===== config.mk =====
export PLATFORM = sky130hd
export DESIGN_NAME = frame_receiver
export DESIGN_NICKNAME = d
export VERILOG_FILES = /design/src/rtl/frame_receiver.sv
export SDC_FILE = /design/constraint.sdc
export NUM_CORES = 1
export LEC_CHECK = 0
export ABC_CLOCK_PERIOD_IN_PS = 2500
export CORE_ASPECT_RATIO = 2
export CORE_MARGIN = 2
export CORE_UTILIZATION = 60
export DETAILED_ROUTE_END_ITERATION = 7
export PLACE_DENSITY = 0.92
export SYNTH_ARGS = -nofsm -noshare
export SYNTH_HDL_FRONTEND = slang
export SYNTH_SLANG_ARGS = --single-unit

===== constraint.sdc =====
create_clock -name clk -period 2.5 [get_ports clk]
set_input_delay 0.375 -clock clk [delete_from_list [all_inputs] [get_ports clk]]
set_output_delay 0.375 -clock clk [all_outputs]
set_load 0.02 [all_outputs]

===== src/rtl/frame_receiver.sv =====
// Asynchronous serial frame receiver: synchronised line, mid-bit sampling,
// optional parity, 1..2 stop bits, one-word holding register with valid/ready.
module frame_receiver #(
  parameter int DATA_W       = 10,
  parameter int CLKS_PER_BIT = 16,
  parameter int PARITY_EN    = 0,
  parameter int PARITY_ODD   = 0,
  parameter int STOP_BITS    = 1
) (
  input  logic              clk,
  input  logic              reset,
  input  logic              data_in,
  output logic [DATA_W-1:0] data_out,
  output logic              data_valid,
  input  logic              data_ready,
  output logic              parity_err,
  output logic              frame_err,
  output logic              overrun,
  output logic              busy
);

  localparam int CNT_W = $clog2(CLKS_PER_BIT);
  localparam int IDX_W = (DATA_W > 1) ? $clog2(DATA_W) : 1;

  typedef enum logic [2:0] {
    S_IDLE, S_START, S_DATA, S_PARITY, S_STOP, S_WAIT_IDLE
  } state_t;

  state_t            state_q, state_d;
  logic              sync1_q, sync1_d, sync2_q, sync2_d, prev_q, prev_d;
  logic [CNT_W-1:0]  clk_cnt_q, clk_cnt_d;
  logic [IDX_W-1:0]  bit_idx_q, bit_idx_d;
  logic              stop_idx_q, stop_idx_d;
  logic [DATA_W-1:0] shift_q, shift_d;
  logic              perr_acc_q, perr_acc_d, ferr_acc_q, ferr_acc_d;
  logic              commit_q, commit_d;
  logic [DATA_W-1:0] data_out_q, data_out_d;
  logic              valid_q, valid_d, perr_q, perr_d, ferr_q, ferr_d;
  logic              overrun_q, overrun_d;

  logic line, fall, sample, half, last_stop;

  assign line      = sync2_q;
  assign fall      = prev_q & ~sync2_q;
  assign sample    = (clk_cnt_q == CNT_W'(CLKS_PER_BIT - 1));
  assign half      = (clk_cnt_q == CNT_W'(CLKS_PER_BIT / 2 - 1));
  assign last_stop = (STOP_BITS == 1) || stop_idx_q;

  always_comb begin
    sync1_d    = data_in;
    sync2_d    = sync1_q;
    prev_d     = sync2_q;
    state_d    = state_q;
    clk_cnt_d  = sample ? '0 : clk_cnt_q + 1'b1;
    bit_idx_d  = bit_idx_q;
    stop_idx_d = stop_idx_q;
    shift_d    = shift_q;
    perr_acc_d = perr_acc_q;
    ferr_acc_d = ferr_acc_q;
    commit_d   = 1'b0;
    data_out_d = data_out_q;
    valid_d    = valid_q;
    perr_d     = perr_q;
    ferr_d     = ferr_q;
    overrun_d  = 1'b0;

    case (state_q)
      S_IDLE: begin
        clk_cnt_d = '0;
        if (fall) state_d = S_START;
      end
      S_START: begin
        if (half) begin
          clk_cnt_d = '0;
          if (!line) begin
            state_d    = S_DATA;
            bit_idx_d  = '0;
            perr_acc_d = 1'b0;
            ferr_acc_d = 1'b0;
          end else begin
            state_d = S_IDLE;
          end
        end
      end
      S_DATA: begin
        if (sample) begin
          shift_d[bit_idx_q] = line;
          if (bit_idx_q == IDX_W'(DATA_W - 1)) begin
            state_d    = (PARITY_EN != 0) ? S_PARITY : S_STOP;
            stop_idx_d = 1'b0;
          end else begin
            bit_idx_d = bit_idx_q + 1'b1;
          end
        end
      end
      S_PARITY: begin
        if (sample) begin
          perr_acc_d = (((^shift_q) ^ line) != (PARITY_ODD != 0));
          state_d    = S_STOP;
        end
      end
      S_STOP: begin
        if (sample) begin
          if (!line) ferr_acc_d = 1'b1;
          if (last_stop) begin
            commit_d = 1'b1;
            state_d  = line ? S_IDLE : S_WAIT_IDLE;
          end else begin
            stop_idx_d = 1'b1;
          end
        end
      end
      S_WAIT_IDLE: begin
        // A held-low (break) line must return high before a new start is accepted
        clk_cnt_d = '0;
        if (line) state_d = S_IDLE;
      end
      default: state_d = S_IDLE;
    endcase

    if (commit_q) begin
      if (!valid_q || data_ready) begin
        data_out_d = shift_q;
        perr_d     = perr_acc_q;
        ferr_d     = ferr_acc_q;
        valid_d    = 1'b1;
      end else begin
        overrun_d = 1'b1;
      end
    end else if (valid_q && data_ready) begin
      valid_d = 1'b0;
    end
  end

  always_ff @(posedge clk or negedge reset) begin
    if (!reset) begin
      state_q    <= S_IDLE;
      sync1_q    <= 1'b1;
      sync2_q    <= 1'b1;
      prev_q     <= 1'b1;
      clk_cnt_q  <= '0;
      bit_idx_q  <= '0;
      stop_idx_q <= 1'b0;
      shift_q    <= '0;
      perr_acc_q <= 1'b0;
      ferr_acc_q <= 1'b0;
      commit_q   <= 1'b0;
      data_out_q <= '0;
      valid_q    <= 1'b0;
      perr_q     <= 1'b0;
      ferr_q     <= 1'b0;
      overrun_q  <= 1'b0;
    end else begin
      state_q    <= state_d;
      sync1_q    <= sync1_d;
      sync2_q    <= sync2_d;
      prev_q     <= prev_d;
      clk_cnt_q  <= clk_cnt_d;
      bit_idx_q  <= bit_idx_d;
      stop_idx_q <= stop_idx_d;
      shift_q    <= shift_d;
      perr_acc_q <= perr_acc_d;
      ferr_acc_q <= ferr_acc_d;
      commit_q   <= commit_d;
      data_out_q <= data_out_d;
      valid_q    <= valid_d;
      perr_q     <= perr_d;
      ferr_q     <= ferr_d;
      overrun_q  <= overrun_d;
    end
  end

  assign data_out   = data_out_q;
  assign data_valid = valid_q;
  assign parity_err = perr_q;
  assign frame_err  = ferr_q;
  assign overrun    = overrun_q;
  assign busy       = (state_q != S_IDLE);

endmodule


* Yosys cells after proc, flatten, opt, wreduce, memory -nomap -nowiden *
Index checks and enable logic that the tools add are counted.

word-level totals
  flip-flop bits (word level) = 41
  bits of input ports = 4
  output and inout bits = 15

operators by class
  add/subtract/negate cells = 2
  magnitude comparators = 2
  eq/ne operators = 19
  muxes and demuxes = 35
  bitwise gates (word level) = 3
  reduce and logical (&&, ||, !) cells = 19

operators with widths
  cell                   count
  $mux W3                8
  $mux W4                6
  $ne A2 B2 Y1 const B   10
  $pmux W3 S6            1
  $pmux W4 S2            2
  $mux W1                13
  $bwmux W10             1
  $reduce_and A5 Y1      2
  $reduce_xor A10 Y1     1
  $add A4 B1 Y4 const B  2
  $eq A4 B4 Y1 const B   2
  $reduce_bool A2 Y1     4
  $reduce_and A7 Y1      1
  $eq A3 B2 Y1 const B   2
  $eq A3 B3 Y1 const B   2
  $reduce_and A2 Y1      3
  $lt A4 B5 Y1 const B   1
  $demux W1 S4           1
  $eq A4 B3 Y1 const B   1
  $ge A4 B1 Y1 const B   1
  $pmux W1 S2            2
  $reduce_and A4 Y1      1
  $eq A3 B1 Y1 const B   1
  $logic_not A3 Y1       1
  other kinds (10)       11

* Depth between registers and ports, before layout *
Gate-level depths: netlist of run 1.

  word-level depth = 5
  depth in mapped cells = 7
  mapped depth without buffers = 6

* Worst setup path before layout of run 1 *
No wires, ideal clock.

  kind = register to register
  start point = reg clk_cnt_q[0]
  end point = reg shift_q[1]
  library setup time = 0.125 ns
  arrival time = 1.531 ns
  slack = 0.844 ns
  stages on the path, launching flop included = 8
  path buffers = 1
  clock period less this slack = 1.656 ns
  path through = dfrtp_1 ha_1 buf_2 and3_1 nand2_2 nor3_2 nand2_1 mux2_4

between the ends
  longest elaborated chain between the ends = 2

RTL lines
  item                         line  RTL
  start, declared              31    logic [CNT_W-1:0] clk_cnt_q, clk_cnt_d;
  start signal, assigned       158   clk_cnt_q <= clk_cnt_d;
  $eq A4 B4 Y1                 45    assign sample = (clk_cnt_q == CNT_W'(CLKS_PER_BIT - 1));
  $reduce_and A2 Y1 (no line)  -
  end signal, assigned         161   shift_q <= shift_d;
  end, declared                34    logic [DATA_W-1:0] shift_q, shift_d;

Every way passes these cells.
A chain may end at the register's enable or synchronous reset.

* Worst setup path after layout of run 1 *
  start point = reg state_q[0]
  end point = out busy

between the ends
  longest elaborated chain between the ends = 1

RTL lines
  item                    line  RTL
  start, declared         29    state_t state_q, state_d;
  start signal, assigned  154   state_q <= state_d;
  $reduce_bool A3 Y1      178   assign busy = (state_q != S_IDLE);
  end, declared           19    output logic busy

Every way passes these cells.

==> results of run 1 <==
[worst min-delay path by stage]
stage,endpoint,startpoint,depth (start not counted)
after global routing,data_out[9]$_DFFE_PN0P_,reset,1
after detailed placement,line$_DFF_PN1_,sync1_q$_DFF_PN1_,0
final,frame_err$_DFFE_PN0P_,reset,1
after floorplan,bit_idx_q[0]$_DFFE_PN0P_,reset,0
after global placement,line$_DFF_PN1_,sync1_q$_DFF_PN1_,0
after CTS,frame_err$_DFFE_PN0P_,reset,1
[per-stage QoR]
step                      utilization, %  hold slack (ns)  instances  total power, uW  instance area (um^2)
after floorplan                        -           0.0794        163             1230                  1940
after global placement              67.9            0.346        206             1300                  2120
after detailed placement            67.9            0.353        206             1360                  2120
after CTS                           70.6            0.211        214             1790                  2200
after global routing                70.6            0.249        214             1880                  2200
final                               70.6            0.183        214             1790                  2200
[registers in the layout, indices dropped and copies added, names as in the netlist, 3 cells and up]
register / cells
bit_idx_q: 4
clk_cnt_q: 4
data_out: 10
shift_q: 10
state_q: 3
[kinds of logic after synthesis]
group,count (synthesis),synth area share [%]
compound gates,19,6.06
flops,41,53.1
buf+inv,11,2.71
simple gates,51,15.5
mux,24,14.0
xor+xnor,12,5.42
fa+ha+maj,5,3.23
[critical path, delay by kind of cell (launching register included)]
kind | cells | cell delay (ns)
simple gates | 1 | 0.42
buf+inv | 1 | 0.54
flops | 1 | 0.51
[cell usage after synthesis (all sizes together) (3+ instances only)]
library cell,n,share of area [%]
nor3,5,1.8
a21oi,3,0.77
ha,5,3.2
nor2b,4,1.3
mux2,22,13
inv,5,0.97
nand2,18,3.6
dfrtp,38,49
nand2b,4,1.7
o21ai,10,2.8
dfstp,3,4.1
buf,4,1.4
nand3,6,1.5
nor2,4,0.77
xnor2,10,4.5
[where the power goes]
| part | total (uW) | internal, uW | switching, uW |
|---|---|---|---|
| Combinational | 494 | 207 | 287 |
| Sequential | 875 | 737 | 137 |
| Clock | 424 | 193 | 230 |
| Total | 1790 | 1140 | 655 |
[cell usage in the layout (no fill, tap or decap), types with 5 or more instances in the layout]
master                            Yosys  final
sky130_fd_sc_hd__ha_1                 5      5
sky130_fd_sc_hd__dfrtp_1             38     38
sky130_fd_sc_hd__inv_1                5      5
sky130_fd_sc_hd__nand2_1             17     17
sky130_fd_sc_hd__nand3_1              6      6
sky130_fd_sc_hd__o21ai_0              9      9
sky130_fd_sc_hd__clkbuf_8             0      5
sky130_fd_sc_hd__mux2_2              21     21
sky130_fd_sc_hd__xnor2_1             10     10
sky130_fd_sc_hd__clkdlybuf4s50_1      0     17
[final cells by class]
class                      instances  area share [%]
sequential                        41            46.8
timing repair buffer              18            7.95
clock buffer                       6            3.30
inverter                           5           0.852
clock inverter                     2           0.455
multi-input combinational        111            38.9
tap                               31            1.76
[routing by layer]
metal  vias up  part of all wire [%]  GRT usage, %
met1       636                    35          22.7
met4         0                   5.5          17.4
met2        37                    55          39.8
met5         -                     0             0
met3        18                   3.7          6.24
li1        598                     -             -
==> results.txt, run 1 <==
- Chip Height: 84.4 um
- After clock tree synthesis, the clock-pin slew on the worst setup and hold paths is roughly 0.08 ns.
* GR Util All Layers: between 20% and 30%
* Number of diodes added for antenna fixing: 0
* Maximum fanout encountered on the critical timing path: 9
* Max Slew Vio Count: 0
* Crit Path Category: flop to output port
- For this run, design rule violations remaining after detail routing come to 0.
- Arrival time of data at the critical path endpoint: ~1.8 ns
- In the finished design, the share of the clock period the worst path needs comes to a little under nine tenths.
- For this run, the leading register cell type out of synthesis is sky130_fd_sc_hd__dfrtp_1.
- Synthesis-to-layout area growth: 13.5%
* Flop-to-flop setup slack: ~0.55 ns
- Run status: finished clean
- Critical Path Source: state_q[0]$_DFFE_PN0P_
* Slowest library cell on the worst path: sky130_fd_sc_hd__clkdlybuf4s50_1
* Summed instance area of the synthesized netlist: slightly below 0.002 mm^2
* Highest clock frequency the design can meet: between 400 and 500 MHz
- In this run the critical register-to-register path is captured at shift_q[1]$_DFFE_PN0P_.
* Type of destination of the critical path: output port
- Across all layers, the routed design uses around 1300 vias.
* Total number of clock tree sinks: 41
- Clock buffers created by TritonCTS: 5
* Count of antenna-violating nets left after detailed routing: 0
- In the routed layout, each cell is associated on average with a via count of 6.02.
- The worst-case IR drop observed on VDD is roughly 0.58 mV.
- Gates resized during post-CTS repair numbered 0.
* DP Worst Slack: between 0.5 and 0.6 ns
- RD Place Congestion: 0.839
- The number of global-route vias before repair was approximately 1400.
* Post-Route WL: 3720 um
* Wire length per cell after detailed routing: around 17 um
- Final hold vios: 0
- On the worst path, the slowest cell contributes a delay of ~0.54 ns.
* Sequential fraction of the synthesis area: roughly 53%
- Cell at the root of the clock tree: sky130_fd_sc_hd__clkbuf_8
- The number of different library cells used by synthesis comes to 39.
- Unrepaired setup endpoints after global routing: no
- Source-to-sink clock delay at the later pin of the worst-skew pair: 0.30 ns
- Post-route clock skew: 0.00737 ns
- The total area inside the core boundary comes to 0.00312 mm^2.
- In this run the deepest clock path goes through 2 buffers.
- DRT iter0 DRCs: 25
- Area of the die: 0.00373 mm^2
- Initial antenna violation count: 0
- The worst register-to-register path begins at clk_cnt_q[0]$_DFF_PN0_.
- Effective utilization at floorplan: 62.1%
- Avg Synthesized Cell Area: 11.9 um^2
- Areal power density over the cells: 814 mW/mm^2
- Clock period minus worst slack: ~2.2 ns
- The first TritonRoute pass finished after 4 iterations.
* Number of register bits inferred by synthesis: 41
- For this run, the post-layout net count is between 150 and 200.
- Nets in the synthesized netlist: 172
- Layout fillers: between 200 and 250
- The first global-routing pass estimated 6350 um of wire.
- Tightest slew margin relative to the limit: 42.0%
- Overflow left after global routing: 0
* Area of the multi-input gates: 857 um^2
- Row generation in the floorplan step produced 29 rows.
- Worst min-delay path category: primary input to async pin
- Worst-Margin Slew: about 0.87 ns
- # H-tree levels: 2
- Worst path setup slack after routing: 0.341 ns
- For this design, the CTS-stage hold fixing added 0 buffers.
- Syn Inst Count: 163
* Flip-flop and latch area: 0.00103 mm^2
- Entering global routing, the biggest net connects 42 pins.
* Ordered list of cells on the worst path: or3_1 -> clkdlybuf4s50_1
- 19 I/O pins were placed.
- Fraction of layout cells with a size suffix above 1: ~22%
- Number of synthesized flops with an enable pin: 0
- Max-Cap Viols: 0
* TritonCTS clock tree: yes
- Data on the critical path is required at its endpoint by about 2.1 ns.
- Hpwl dp: approximately 2700 um
- The Yosys step of the flow raised 0 warnings.
- Launching element type of the critical path: flop
- The die is about 44 um wide.
* Path depth of the worst reg2reg path: 6
- Leakage: about 0.0010 uW
* Final setup fails: 0
- Buffers placed on the I/O ports in this run total 18.
* Destination of the critical timing path: busy
* Share of flip-flops with an asynchronous set or reset: between 90% and 100%
* Post CTS Setup Buffer Count: 0
- Summed over all failing endpoints, the final setup total negative slack is 0 ns.
No activity file was read; power rests on OpenSTA's default activity.
==> run 2, diff against run 1 <==
- SLEW_MARGIN: unset -> 20
==> results of run 2 <==
No change in the layout: final DEF, timing and power equal those of run 1.
==> run 3, diff against run 2 <==
- CORE_UTILIZATION: 60 -> 25
- PLACE_DENSITY: 0.92 -> 0.5
==> run 3 against run 2 <==
  * Global-route usage shrank 13 points
  * Worst hold slack gained 0.027 ns
  * Cell count grew 30%
  * Clock power grew 46%
  * Via count shrank 5.4%
  * First-iteration DRC count grew to 2.9 times the previous value
  * Maximum frequency grew 1.2%
  * Power grew 8.4%
  * Sequential share of layout area shrank 2.8 points
  * Die area grew 130%
  * Clock skew shrank 0.0034 ns
  * Critical endpoint unchanged
==> results.txt, run 3 (synthesis gave the netlist of run 1 again) <==
- Dividing the detail-routed wire length by the instance count gives between 10 and 15 um.
* Type of destination of the critical path: output port
- In this run the static leakage power is about 0.0011 uW.
- RD Place Congestion: between 0.7 and 0.8
- The H-tree was split into 2 levels.
- After clock tree synthesis, the flow added hold-fix buffers numbering 0.
- STA puts the critical path data arrival time at 1.76 ns.
- After routing, the total negative slack on setup checks comes to 0 ns.
- Entering global routing, the biggest net connects 41 pins.
- Maximum fanout encountered on the critical timing path: 9
- Leaving out fill and tap cells, the most frequent cell in the layout is sky130_fd_sc_hd__dfrtp_1.
* Initial antenna violation count: 0
- TritonCTS built the clock tree.
- Combinational cells account for between 20% and 30% of the total power.
- The run finished with clean final reports.
- Count of antenna-violating nets left after detailed routing: 0
* Source-to-sink clock delay at the later pin of the worst-skew pair: a little under 0.3 ns
* Post CTS Setup Buffer Count: 0
* Cell at the root of the clock tree: sky130_fd_sc_hd__clkbuf_16
* Unrepaired setup endpoints after global routing: no
- Fin util: roughly 31%
- The analysis attributes to net switching a power of roughly 630 uW.
- Clock period minus worst slack: roughly 2.1 ns
- Worst-case clock buffer depth: 2
- Areal power density over the cells: 828 mW/mm^2
- Number of global-route vias before repair: approximately 1300
- After detailed routing, the number of vias per cell comes to 4.38.
* Chip Height: 129 um
- The finished cells cover ~0.0023 mm^2.
- The highest metal layer carrying signal wires in the routed design is met4.
* Final setup fails: 0
- Area of the die: roughly 0.0085 mm^2
- Final hold vios: 0
- Width of the chip: between 60 and 70 um
- Tightest slew margin relative to the limit: about 40%
- After the last flow step, the layout net total stands at between 150 and 200.
- Effective utilization at floorplan: approximately a quarter
- GR Util All Layers: between 10% and 20%
* Crit Path Category: flop to output port
* Wire length on met1: around 1400 um
- DP Area: 0.00221 mm^2
- Max-Cap Viols: 0
- For this design, the sink count on the clock tree is 41.
- Tracing the worst setup path back leads to its startpoint at state_q[0]$_DFFE_PN0P_.
- Clock-pin slew was measured on the worst setup and hold paths at 0.06 ns.
* Max Slew Vio Count: 0
* Critical path required time: ~2.1 ns
- Largest voltage drop on the vdd net: 0.238 mV
- After clock tree synthesis, the repair step resized 0 gates.
- DR DRC count: 0
- Core footprint: roughly 0.0075 mm^2
- Clock buffers created by TritonCTS: 5
- In this run the core area contains 45 standard-cell rows.
- In the layout the commonest cells are sky130_fd_sc_hd__dfrtp_1 (38), sky130_fd_sc_hd__mux2_2 (21), sky130_fd_sc_hd__nand2_1 (17), sky130_fd_sc_hd__clkdlybuf4s50_1 (17), sky130_fd_sc_hd__xnor2_1 (10).
- Post-Route WL: between 3000 and 4000 um
- 19 I/O pins were placed.
- Dividing the final minimum period by the clock period gives about 85%.
- Clock network fraction of total power: 31.8%
- The routed design uses ~100 um of met3 wire.
- Cells with a size suffix above 1 make up between 20% and 30% of the layout.
- Worst-Margin Slew: approximately 0.91 ns
* Switching Share: 32.5%
* Global-route wire length before repair: 6400 um
- Count of buffers from port buffering: 18
- Count of vias placed by the detailed router: between 1000 and 1500
- 0 antenna diodes ended up in the layout.
- Per report_power, the sequential group accounts for between 40% and 50% of the total.
- The pre-antenna-repair detailed-routing pass consisted of 4 iterations.
* Total Power: just under 2000 uW
* Launching element type of the critical path: flop
* Overflow left after global routing: 0
- Static timing analysis puts the maximum clock frequency at between 400 and 500 MHz.
- Synthesis-to-layout area growth: 20.9%
* Internal power summed over all cells: about 1300 uW
- Worst min-delay path category: primary input to async pin
- Launch instance of the worst register-to-register path: clk_cnt_q[0]$_DFF_PN0_
* Hpwl dp: between 2000 and 3000 um
- Post-route clock skew: 0.00397 ns
- The routed design uses roughly 2100 um of met2 wire.
- DRT iter0 DRCs: 72
-- run 3: changes by cell type in the layout (fill, tap and decap cells not counted), sizes merged --
cell	before	now
buf	1	2
-- run 3: power by group through the flow --
stage / clock (uW) / combinational, uW / sequential [uW]
2_1_floorplan: 0 / 417 / 812
3_3_place_gp: 0 / 465 / 885
3_5_place_dp: 0 / 460 / 886
4_1_cts: 642 / 463 / 874
5_1_grt: 671 / 511 / 895
6_report: 618 / 452 / 872
-- run 3: worst paths after layout --
path	to	slack, ns	cells past startpoint
max	busy	0.37	2
min	state_q[2]$_DFFE_PN0P_	0.21	1
max reg2reg	shift_q[1]$_DFFE_PN0P_	0.62	6
min reg2reg	line$_DFF_PN1_	0.35	0
max in group asynchronous	prev_q$_DFF_PN1_	1.63	2
min in group clk	line$_DFF_PN1_	0.35	0
-- run 3: area by class of cell --
cell class	instances	area (um^2)
Timing Repair Buffer	19	183
Tap cell	94	118
Clock buffer	6	129
Clock inverter	2	10.0
Inverter	5	18.8
Multi-Input combinational cell	111	857
Sequential cell	41	1030
Fill cell	788	5200
-- run 3: worst max-delay path, stage by stage, from the launching register on --
cell and delay (ns):
sky130_fd_sc_hd__dfrtp_1 0.51, sky130_fd_sc_hd__or3_1 0.42, sky130_fd_sc_hd__clkdlybuf4s50_1 0.54
-- run 3: per-stage QoR --
stage | hold slack, ns | std cells | setup WS (ns)
floorplan | 0.0794 | 163 | 0.844
global placement | 0.346 | 270 | 0.564
detailed placement | 0.347 | 270 | 0.561
CTS | 0.259 | 278 | 0.348
global route | 0.293 | 278 | 0.303
finish | 0.209 | 278 | 0.366
-- run 3: metal layers --
| metal | global-route usage [%] | up-vias |
|---|---|---|
| met5 | 0 | - |
| met2 | 17.5 | 17 |
| li1 | - | 597 |
| met4 | 7.20 | 0 |
| met3 | 2.62 | 9 |
| met1 | 10.6 | 596 |
